**src/rtl/osd_dii_pkg.sv**
```systemverilog
// Shared types for the DII store-and-forward packet buffer.
package osd_dii_pkg;

    localparam int DII_FLIT_W = 16;

    typedef struct packed {
        logic                  last;
        logic [DII_FLIT_W-1:0] data;
    } dii_flit_t;

    typedef enum logic [1:0] {
        IDLE  = 2'd0,
        STORE = 2'd1,
        DROP  = 2'd2
    } fsm_state_e;

endpackage

```
**src/rtl/osd_dii_fifo_ram.sv**
```systemverilog
// Flit storage: registered write port, combinational read port, no reset on the array.
module osd_dii_fifo_ram
    import osd_dii_pkg::*;
#(
    parameter int DEPTH = 16,
    localparam int AW   = $clog2(DEPTH)
) (
    input  logic          clk,
    input  logic          we_i,
    input  logic [AW-1:0] waddr_i,
    input  dii_flit_t     wdata_i,
    input  logic [AW-1:0] raddr_i,
    output dii_flit_t     rdata_o
);

    dii_flit_t mem_q [DEPTH];

    always_ff @(posedge clk) begin
        if (we_i) begin
            mem_q[waddr_i] <= wdata_i;
        end
    end

    assign rdata_o = mem_q[raddr_i];

endmodule

```
**src/rtl/osd_dii_pkt_fifo.sv**
```systemverilog
// Store-and-forward DII packet buffer: a packet is offered to the ring only once
// its last flit is stored; oversized packets are dropped and broken framing is repaired.
module osd_dii_pkt_fifo
    import osd_dii_pkg::*;
#(
    parameter int DEPTH = 16,
    parameter int CNT_W = 8,
    localparam int AW   = $clog2(DEPTH),
    localparam int CW   = AW + 1
) (
    input  logic                  clk,
    input  logic                  rst,
    input  logic [DII_FLIT_W-1:0] in_data,
    input  logic                  in_first,
    input  logic                  in_last,
    input  logic                  in_valid,
    output logic                  in_ready,
    output logic [DII_FLIT_W-1:0] out_data,
    output logic                  out_first,
    output logic                  out_last,
    output logic                  out_valid,
    input  logic                  out_ready,
    output logic [CNT_W-1:0]      drop_count,
    output logic [CNT_W-1:0]      err_count,
    output fsm_state_e            dbg_state_o,
    output logic [CW-1:0]         dbg_used_o
);

    // Handshake: a flit moves on a side only in a cycle where valid and ready are
    // both high at the rising clock edge; valid never waits on ready.

    localparam logic [AW-1:0] ONE_A   = AW'(1);
    localparam logic [CW-1:0] ONE_C   = CW'(1);
    localparam logic [CW-1:0] DEPTH_C = CW'(DEPTH);

    fsm_state_e       state_q, state_d;
    logic [AW-1:0]    wr_ptr_q, wr_ptr_d;
    logic [AW-1:0]    wr_start_q, wr_start_d;
    logic [AW-1:0]    rd_ptr_q, rd_ptr_d;
    logic [CW-1:0]    used_q, used_d;
    logic [CW-1:0]    cur_len_q, cur_len_d;
    logic [CW-1:0]    pkt_cnt_q, pkt_cnt_d;
    logic             out_first_q, out_first_d;
    logic [CNT_W-1:0] drop_q, drop_d;
    logic [CNT_W-1:0] err_q, err_d;

    logic             has_free;
    logic             pkt_avail;
    logic             ready_c;
    logic             accept;
    logic             pop;
    logic             pop_last;
    logic             we;
    logic [AW-1:0]    waddr;
    logic             push;
    logic [CW-1:0]    rewind;
    logic             pkt_inc;
    logic             err_inc;
    logic             drop_inc;
    dii_flit_t        wdata;
    dii_flit_t        rdata;

    osd_dii_fifo_ram #(.DEPTH(DEPTH)) u_ram (
        .clk     (clk),
        .we_i    (we),
        .waddr_i (waddr),
        .wdata_i (wdata),
        .raddr_i (rd_ptr_q),
        .rdata_o (rdata)
    );

    assign has_free  = (used_q != DEPTH_C);
    assign pkt_avail = (pkt_cnt_q != '0);
    assign in_ready  = ready_c & ~rst;
    assign accept    = in_valid & in_ready;
    assign pop       = pkt_avail & out_ready;
    assign pop_last  = pop & rdata.last;
    assign wdata     = '{last: in_last, data: in_data};

    assign out_valid   = pkt_avail;
    assign out_data    = rdata.data;
    assign out_last    = rdata.last;
    assign out_first   = out_first_q;
    assign drop_count  = drop_q;
    assign err_count   = err_q;
    assign dbg_state_o = state_q;
    assign dbg_used_o  = used_q;

    always_comb begin
        state_d    = state_q;
        wr_ptr_d   = wr_ptr_q;
        wr_start_d = wr_start_q;
        cur_len_d  = cur_len_q;
        we         = 1'b0;
        waddr      = wr_ptr_q;
        push       = 1'b0;
        rewind     = '0;
        pkt_inc    = 1'b0;
        err_inc    = 1'b0;
        drop_inc   = 1'b0;

        case (state_q)
            IDLE:    ready_c = has_free | ~in_first;
            STORE:   ready_c = has_free | ~pkt_avail;
            DROP:    ready_c = 1'b1;
            default: ready_c = 1'b0;
        endcase

        if (accept) begin
            if (state_q == STORE) begin
                if (in_first) begin
                    // Restart: discard the unfinished packet and reuse its slot.
                    err_inc  = 1'b1;
                    rewind   = cur_len_q;
                    we       = 1'b1;
                    waddr    = wr_start_q;
                    wr_ptr_d = wr_start_q + ONE_A;
                    cur_len_d = ONE_C;
                    push     = 1'b1;
                    if (in_last) begin
                        pkt_inc = 1'b1;
                        state_d = IDLE;
                    end
                end else if (has_free) begin
                    we        = 1'b1;
                    wr_ptr_d  = wr_ptr_q + ONE_A;
                    cur_len_d = cur_len_q + ONE_C;
                    push      = 1'b1;
                    if (in_last) begin
                        pkt_inc = 1'b1;
                        state_d = IDLE;
                    end
                end else begin
                    // Buffer holds only this packet and it still does not fit.
                    rewind    = cur_len_q;
                    wr_ptr_d  = wr_start_q;
                    cur_len_d = '0;
                    drop_inc  = 1'b1;
                    state_d   = in_last ? IDLE : DROP;
                end
            end else if (in_first) begin
                err_inc = (state_q == DROP);
                if (has_free) begin
                    we         = 1'b1;
                    wr_start_d = wr_ptr_q;
                    wr_ptr_d   = wr_ptr_q + ONE_A;
                    cur_len_d  = ONE_C;
                    push       = 1'b1;
                    pkt_inc    = in_last;
                    state_d    = in_last ? IDLE : STORE;
                end else begin
                    state_d = IDLE;
                end
            end else begin
                if (state_q == IDLE) begin
                    err_inc = 1'b1;
                end else if (in_last) begin
                    state_d = IDLE;
                end
            end
        end

        rd_ptr_d    = pop ? rd_ptr_q + ONE_A : rd_ptr_q;
        out_first_d = pop ? rdata.last : out_first_q;
        used_d      = used_q + (push ? ONE_C : '0) - (pop ? ONE_C : '0) - rewind;
        pkt_cnt_d   = pkt_cnt_q + (pkt_inc ? ONE_C : '0) - (pop_last ? ONE_C : '0);
        drop_d      = (drop_inc && drop_q != '1) ? drop_q + CNT_W'(1) : drop_q;
        err_d       = (err_inc && err_q != '1) ? err_q + CNT_W'(1) : err_q;
    end

    always_ff @(posedge clk or posedge rst) begin
        if (rst) begin
            state_q     <= IDLE;
            wr_ptr_q    <= '0;
            wr_start_q  <= '0;
            rd_ptr_q    <= '0;
            used_q      <= '0;
            cur_len_q   <= '0;
            pkt_cnt_q   <= '0;
            out_first_q <= 1'b1;
            drop_q      <= '0;
            err_q       <= '0;
        end else begin
            state_q     <= state_d;
            wr_ptr_q    <= wr_ptr_d;
            wr_start_q  <= wr_start_d;
            rd_ptr_q    <= rd_ptr_d;
            used_q      <= used_d;
            cur_len_q   <= cur_len_d;
            pkt_cnt_q   <= pkt_cnt_d;
            out_first_q <= out_first_d;
            drop_q      <= drop_d;
            err_q       <= err_d;
        end
    end

endmodule

```
**config.mk**
```make
export PLATFORM = sky130hd
export DESIGN_NAME = osd_dii_pkt_fifo
export DESIGN_NICKNAME = d
export VERILOG_FILES = /design/src/rtl/osd_dii_pkg.sv /design/src/rtl/osd_dii_fifo_ram.sv /design/src/rtl/osd_dii_pkt_fifo.sv
export SDC_FILE = /design/constraint.sdc
export NUM_CORES = 1
export LEC_CHECK = 0
export ABC_AREA = 1
export CORE_ASPECT_RATIO = 1.4
export CORE_MARGIN = 3
export CORE_UTILIZATION = 30
export DETAILED_ROUTE_END_ITERATION = 10
export PLACE_DENSITY = 0.56
export SLEW_MARGIN = 40
export SYNTH_ARGS = -nofsm -noshare
export SYNTH_HDL_FRONTEND = slang
export SYNTH_SLANG_ARGS = --single-unit
```
**constraint.sdc**
```tcl
create_clock -name clk -period 4.4 [get_ports clk]
set_input_delay 0.88 -clock clk [delete_from_list [all_inputs] [get_ports clk]]
set_output_delay 0.88 -clock clk [all_outputs]
set_load 0.01 [all_outputs]
```
==> metrics, run 1 <==
CTS sink count 318; Final Hold Vio Count 0; gr ovfl total 0; Cell Rows 91; Die ar. around 47000 um2; Worst Path Arrival around 3.0 ns; number of synthesized flops with an enable pin approximately 270; RSZ-0062 raised after global routing false; DR DRC count 0; Reg clk slew, reported paths 0.06 ns; Met3 Routed Length between 1500 and 2000 um; Placed Instance Area 15000 um2; vias in the first global route ~9000; routability cong. about 0.8; CTS H-tree lvls 2; worst hold stages 1; Num CTS Buffers 36; Post-CTS Repair Setup Buffers 0; crit end category primary output; First-pass DRT Iterations 7; Die Y-Extent 256 um; synthesis-to-layout area growth 20.0%; Final ANT Viol Nets 0; VDD IR max 320 uV; Distinct cells, synth 37; synth warn 0; WP data required about 3.5 ns; most common cell after layout, fill and taps aside edfxtp_1; minimum clock period 3.83 ns; Final Cycle Share 0.871; antenna violations before repair 1; IO buf count 64; share of layout cells above drive strength 1 0.119; initial DRC count 647; FF+latch count, synth ~320; Place WS between 0.5 and 0.6 ns; Pwr per Cell Area between 600 and 700 nW/um2; crit path kind flop to primary output; Max Freq between 0.2 and 0.3 GHz; worst slew pin tran 0.798 ns; Min Hold Slack slightly above 0.5 ns; Finished Core Util 0.365; GRT Util Overall 0.144; Design Area, Final between 15000 and 20000 um2; hold path startpoint pkt_cnt_q[0]; Slew HR 0.465; r2r worst-path depth 15; Mapped Nets 1140; Detail Route met2 WL around 17000 um; Worst Path Max Fanout 31; Final Skew ~0.020 ns; Die X ~180 um; wire per inst about 19 um; maxcap violations 0; CTS tree built; Pleak 5.55 nW; ANT cells 0; Gate Count Post-Synth roughly 1100; Hold Buf Count CTS 0; total negative setup slack 0 ns; top sig layer met4; Seq/Total Area, Yosys 0.695; R2R setup slack 1.01 ns; # setup viols final 0; reg2reg end pkt_cnt_q[4]; post-CTS sizing 0; initial core utilization 0.304; CTS root buf clkbuf_16; PnR worst setup slack about 0.57 ns; asr flop ratio synth 0.145; Core Area ~44000 um2; first-pass GRT wire length approximately 53000 um; Syn Area/Cell ~12 um2; most frequent cells in the layout edfxtp_1 (272), o21ai_0 (169), nor2_1 (163), nand2_1 (94), clkdlybuf4s50_1 (64); Via Count 8867; NumNets Final 1228; Setup crit start kind flop; dpl hpwl 20600 um; Mapped Area roughly 13000 um2; Crit Reg-Reg Startpoint rd_ptr_q[0]; status complete, no violations; final slew viol count 0; Worst Hold Class flop to flop; wire length on met1 between 10000 and 15000 um; largest net degree at the start of global routing between 100 and 150; IO Pins between 60 and 70; WL final roughly 34000 um; Longest Clk Path Bufs 3; prevailing post-synth register cell edfxtp_1; Vias/cell around 5; Hold Path End pkt_cnt_q[0]; Clk Latency, worst-skew pair approximately 0.53 ns
[where the power goes]
part | internal, W | switching, W
registers | 0.00350 | 0.000165
logic | 0.00132 | 0.00221
clock network | 0.00169 | 0.00121
total | 0.00652 | 0.00359
[stage by stage]
stage / instances / total power, W
3_3_place_gp: 1703 / 0.00725
6_report: 1769 / 0.0101
4_1_cts: 1769 / 0.0102
5_1_grt: 1769 / 0.0107
2_1_floorplan: 1095 / 0.00580
3_5_place_dp: 1703 / 0.00731
[registers in the layout, indices dropped and copies added, names as in the netlist]
| register | count |
|---|---|
| wr_start_q | 4 |
| pkt_cnt_q | 5 |
| drop_count | 8 |
| cur_len_q | 5 |
| dbg_state_o | 2 |
| err_count | 8 |
| out_first | 1 |
| dbg_used_o | 5 |
| rd_ptr_q | 4 |
| u_ram.mem_q | 272 |
| wr_ptr_q | 4 |
[cells in the mapped netlist, types with 19 or more instances]
cell type  instances  share of area
clkbuf_1          51          0.014
dfrtp_1           45          0.084
edfxtp_1         272           0.61
ha_1              19          0.018
inv_1             52          0.015
nand2_1           94          0.026
nand3_1           31          0.012
nor2_1           179          0.050
o211ai_1          20          0.011
o21ai_0          169          0.063
o221ai_1          52          0.034
[worst max-delay path by stage]
stage	start	end	slack, ns
2_1_floorplan	rst	dbg_used_o[4]	0.13
3_3_place_gp	in_first	dbg_used_o[4]	0.54
3_5_place_dp	in_first	dbg_used_o[4]	0.51
4_1_cts	rd_ptr_q[1]	out_data[6]	0.50
5_1_grt	rd_ptr_q[1]	out_data[10]	0.40
6_report	rd_ptr_q[1]	out_data[6]	0.57
[layout make-up]
| class | instances | area [um2] |
|---|---|---|
| clock buffers | 37 | 905 |
| clock inverters | 29 | 250 |
| fillers | 4283 | 28100 |
| inverters | 57 | 215 |
| multi-input cells | 662 | 3690 |
| flip-flops and latches | 318 | 9330 |
| well taps | 558 | 698 |
| repair buffers | 108 | 1020 |
[critical path, cell delays in order, from the launching register on]
cell,delay [ns]
dfrtp_2,0.43
inv_2,0.35
buf_4,0.43
o21ai_0,0.18
o221ai_1,0.21
o211ai_1,0.15
nand2_1,0.11
clkdlybuf4s50_1,0.56
[kinds of logic after synthesis]
logic type | after synthesis | share of synthesized area
XOR/XNOR | 26 | 0.0170
adder cells (fa/ha/maj) | 23 | 0.0237
AND/OR/NAND/NOR | 337 | 0.108
buffers and inverters | 115 | 0.0333
flip-flops | 318 | 0.695
AO/OA/AOI/OAI | 276 | 0.123
[layer usage]
layer | global-route usage | vias to the layer above
li1 | - | 4174
met5 | 0 | -
met4 | 0.0544 | 0
met1 | 0.177 | 4396
met2 | 0.247 | 230
met3 | 0.0287 | 67
Note: power is estimated with default switching activity, not from simulation.
==> run 2, diff against run 1 <==
CORE_UTILIZATION = 60   (was 30)
PLACE_DENSITY = 0.9   (was 0.56)
==> metrics, run 2 (synthesis results as in run 1) <==
status complete, no violations; largest net degree at the start of global routing 138 (unchanged); Pwr per Cell Area 621 nW/um2 (-1.1%); dpl hpwl 19300 um (-6.2%); Die ar. 24200 um2 (-49%); CTS sink count 318 (unchanged); NumNets Final 1207 (-1.7%); crit path kind flop to primary output; met2 Usage GRT 0.469 (+0.222); CP Cell Sequence clkinv_2, buf_4, o21ai_0, o221ai_1, nand3_1, nand2_1, clkdlybuf4s50_1; CP Launch Point rd_ptr_q[0]; vias in the first global route 9471 (+4.8%); Num CTS Buffers 28 (-22%); Longest Clk Path Bufs 3 (unchanged); worst slew pin tran 0.767 ns (-0.0302 ns); Pwr Total 0.00959 W (-5.1%); PnR worst setup slack 0.452 ns (-0.116 ns); initial core utilization 0.612 (+0.308); maxcap violations 0 (unchanged); Pleak 5.36 nW (-3.4%); r2r worst-path depth 16 (+1); routability cong. 0.880 (+9.7%); IO Pins 65 (unchanged); minimum clock period 3.95 ns (+0.116 ns); CTS H-tree lvls 1 (-1); final slew viol count 0 (unchanged); WP data required 3.52 ns (about the same); Final Hold Vio Count 0 (unchanged); Max Freq 0.253 GHz (-2.9%); first-pass GRT wire length 50500 um (-3.8%); grt met3 use 0.0420 (+0.0133); First-pass DRT Iterations 7 (unchanged); crit end category primary output; Core Area 21900 um2 (-50%); Post-CTS Repair Setup Buffers 0 (unchanged); Slew HR 0.485 (+0.0202); initial DRC count 1166 (+80%); Via Count 9361 (+5.6%); Vias/cell 6.33 (+26%); Most Crowded Layer GR met2; Worst path max stage delay 0.58 ns (+0.02 ns); synthesis-to-layout area growth 15.2%; Worst Path Max Fanout 44 (+42%); final-layout fill cell count 1403 (-67%); GRT Util Overall 0.265 (+0.122); Hold Buf Count CTS 0 (unchanged); VDD IR max 490 uV (+53%); Final ANT Viol Nets 0 (unchanged); worst hold stages 2 (+1); Worst Hold Class flop to flop; Final Cycle Share 0.897 (+0.0263); Die X 132 um (-28%); most common cell after layout, fill and taps aside edfxtp_1; slowest stage cell, crit path clkdlybuf4s50_1; Die Y-Extent 183 um (-29%); total negative setup slack 0 ns (unchanged); Final Skew 0.0244 ns (+0.00486 ns); max reg flops 272 (unchanged); register name with the most flops u_ram.mem_q; DR DRC count 0 (unchanged); Reg clk slew, reported paths 0.07 ns (about the same); post-CTS sizing 0 (unchanged); share of layout cells above drive strength 1 0.0990 (-0.0199); GR Layer Usage met1 0.330 (+0.153); Clk Latency, worst-skew pair 0.55 ns (+0.02 ns); gr ovfl total 0 (unchanged); Worst Path Arrival 3.07 ns (+0.12 ns); wire per inst 22.1 um (+14%); IO buf count 64 (unchanged); most frequent cells in the layout edfxtp_1 (272), o21ai_0 (169), nor2_1 (163), nand2_1 (94), clkdlybuf4s50_1 (64); antenna violations before repair 2 (+1); Crit Reg-Reg Startpoint rd_ptr_q[0]; CTS root buf clkbuf_16; WL final 32600 um (-4.7%); hold path startpoint out_first; CTS tree built; Place WS 0.482 ns (-0.0271 ns); RSZ-0062 raised after global routing false; Cell Rows 64 (-30%); Setup crit start kind flop; # setup viols final 0 (unchanged)
-- run 2: changes by cell type in the layout (fill, tap and decap cells not counted), sizes merged --
cell / before / now
buf: 44 / 31
clkinv: 23 / 12
inv: 59 / 55
bufinv: 3 / 1
clkbuf: 37 / 38
diode: 0 / 1
-- run 2: power by group --
part / switching (W) / total, W / leakage, nW / internal (W)
Combinational: 0.00220 / 0.00348 / 1.89 / 0.00128
Clock: 0.00107 / 0.00244 / 0.451 / 0.00137
Sequential: 0.000172 / 0.00367 / 3.02 / 0.00350
Total: 0.00345 / 0.00959 / 5.36 / 0.00615
-- run 2: worst paths after layout --
| check | to | slack, ns |
|---|---|---|
| setup reg to reg | pkt_cnt_q[4] | 0.86 |
| setup / recovery | out_data[8] | 0.45 |
| hold / removal | out_first | 0.53 |
| max in group asynchronous | rd_ptr_q[0] | 3.07 |
| min in group asynchronous | err_count[0] | 0.86 |
| hold reg to reg | out_first | 0.53 |
-- run 2: stage by stage --
stage	hold slack [ns]	std cells	util	instance area, um2
after floorplan	0.479	1095	-	13400
after global placement	0.486	1429	0.663	14500
after detailed placement	0.516	1429	0.663	14500
after CTS	0.526	1479	0.704	15500
after global routing	0.538	1480	0.705	15500
final	0.528	1480	0.705	15500
-- run 2: worst max-delay path: cells and delay by family (launching register included) --
family / cells / cell delay (ns)
and+or+nand+nor: 2 / 0.30
DFF: 1 / 0.49
AOI/OAI and AO/OA: 2 / 0.34
buffers and inverters: 3 / 1.37
-- run 2: cell type report --
class,count,area (um2),share of cell area
Antenna cell,1,2.50,0.000162
Clock buffer,38,820,0.0530
Clock inverter,12,98.8,0.00639
Inverter,57,215,0.0139
Multi-Input combinational cell,662,3690,0.239
Sequential cell,318,9330,0.603
Tap cell,297,372,0.0240
Timing Repair Buffer,95,936,0.0605
-- run 2: per-layer routing --
metal	share of wire	vias up	wire, um
met4	0.031	2	997
met1	0.36	4582	11700
met3	0.087	88	2850
met5	0.00034	-	11
met2	0.52	576	17100
li1	-	4113	-
==> run 3, diff against run 2 <==
CORE_ASPECT_RATIO = 2   (was 1.4)
CORE_MARGIN = 4   (was 3)
==> metrics, run 3 (synthesis results as in run 1) <==
Die Y-Extent 219 um (+20%); initial core utilization 0.608 (-0.00336); Final Skew 0.0153 ns (-0.00906 ns); WL final 33100 um (+1.3%); CTS sink count 318 (unchanged); Worst Hold Class flop to flop; Longest Clk Path Bufs 3 (unchanged); crit path kind flop to primary output; CTS root buf clkbuf_16; Cell Rows 77 (+20%); WP data required 3.52 ns (about the same); Via Count 9294 (-0.72%); RSZ-0062 raised after global routing false; IO Pins 65 (unchanged); Post-CTS Repair Setup Buffers 0 (unchanged); CTS H-tree lvls 1 (unchanged); share of layout cells above drive strength 1 0.0949 (-0.00407); CTS tree built; crit end category primary output; Hold Buf Count CTS 0 (unchanged); Final ANT Viol Nets 0 (unchanged); Max Freq 0.245 GHz (-3.1%); worst slew pin tran 0.824 ns (+0.0562 ns); gr ovfl total 0 (unchanged); initial DRC count 976 (-16%); maxcap violations 0 (unchanged); routability cong. 0.899 (+2.1%); Final Cycle Share 0.926 (+0.0291); vias in the first global route 9496 (+0.26%); Setup crit start kind flop; total negative setup slack 0 ns (unchanged); Pwr per Cell Area 618 nW/um2 (-0.37%); IO buf count 64 (unchanged); most frequent cells in the layout edfxtp_1 (272), o21ai_0 (169), nor2_1 (163), nand2_1 (94), clkdlybuf4s50_1 (64); register name with the most flops u_ram.mem_q; Pwr Total 0.00950 W (-0.97%); # setup viols final 0 (unchanged); most common cell after layout, fill and taps aside edfxtp_1; largest net degree at the start of global routing 83 (-40%); DR DRC count 0 (unchanged); Worst Path Arrival 3.20 ns (+0.13 ns); Pleak 5.32 nW (-0.82%); GRT Util Overall 0.268 (+0.00235); first-pass GRT wire length 50800 um (+0.63%); Reg clk slew, reported paths 0.07 ns (about the same); VDD IR max 490 uV (about the same); Die ar. 25000 um2 (+3.1%); max reg flops 272 (unchanged); NumNets Final 1205 (-0.17%); Worst Path Max Fanout 82 (+86%); Core Area 22100 um2 (+0.55%); Num CTS Buffers 26 (-7.1%); antenna violations before repair 1 (-1); dpl hpwl 19200 um (-0.59%); synthesis-to-layout area growth 14.5%; Vias/cell 6.38 (+0.85%); Slew HR 0.448 (-0.0377); post-CTS sizing 0 (unchanged); wire per inst 22.7 um (+2.9%); minimum clock period 4.08 ns (+0.128 ns); Final Hold Vio Count 0 (unchanged); First-pass DRT Iterations 5 (-2); final slew viol count 0 (unchanged); Die X 114 um (-14%); Clk Latency, worst-skew pair 0.55 ns (about the same); status complete, no violations
-- run 3: critical path, stage by stage (launching register included) --
cell	delay (ns)
dfrtp_4	0.49
clkinv_2	0.06
buf_4	0.62
o21ai_0	0.24
o22ai_1	0.37
o211ai_1	0.15
nand2_1	0.12
clkdlybuf4s50_1	0.54
-- run 3: per-stage QoR --
stage	std cells	instance area [um2]	worst slack [ns]	util	hold slack, ns
3_5_place_dp	1408	14500	0.366	0.658	0.511
5_1_grt	1457	15400	0.277	0.696	0.538
6_report	1457	15400	0.324	0.696	0.521
2_1_floorplan	1095	13400	0.132	-	0.479
4_1_cts	1456	15400	0.398	0.696	0.523
3_3_place_gp	1408	14500	0.465	0.658	0.489
-- run 3: layer usage --
metal	track usage	wire (um)	up-vias
met2	0.493	18000	555
li1	-	-	4116
met4	0.140	1680	0
met1	0.298	11000	4505
met3	0.0324	2420	118
met5	0	0	-
-- run 3: path summary, 6_finish.rpt --
kind / depth (start not counted) / endpoint / slack (ns) / startpoint
worst min-delay path: 1 / pkt_cnt_q[0] / 0.52 / pkt_cnt_q[0]
worst max register to register: 16 / pkt_cnt_q[4] / 0.80 / rd_ptr_q[1]
min in group asynchronous: 3 / rd_ptr_q[1] / 0.76 / rst
worst min register to register: 1 / pkt_cnt_q[0] / 0.52 / pkt_cnt_q[0]
max in group asynchronous: 3 / rd_ptr_q[0] / 3.14 / rst
worst max-delay path: 7 / out_data[7] / 0.32 / rd_ptr_q[0]
-- run 3: layout make-up --
class / count / area, um2
timing repair buffer: 95 / 936
multi-input combinational: 662 / 3690
sequential: 318 / 9330
clock buffer: 38 / 706
clock inverter: 10 / 145
antenna: 1 / 2.50
fill: 1415 / 6700
tap: 276 / 345
inverter: 57 / 215
-- run 3: power by group --
part	switching (W)	total [W]	internal (W)	leakage (nW)
combinational	0.00224	0.00350	0.00126	1.89
clock	0.00103	0.00233	0.00130	0.408
sequential	0.000174	0.00367	0.00350	3.02
total	0.00344	0.00950	0.00606	5.32
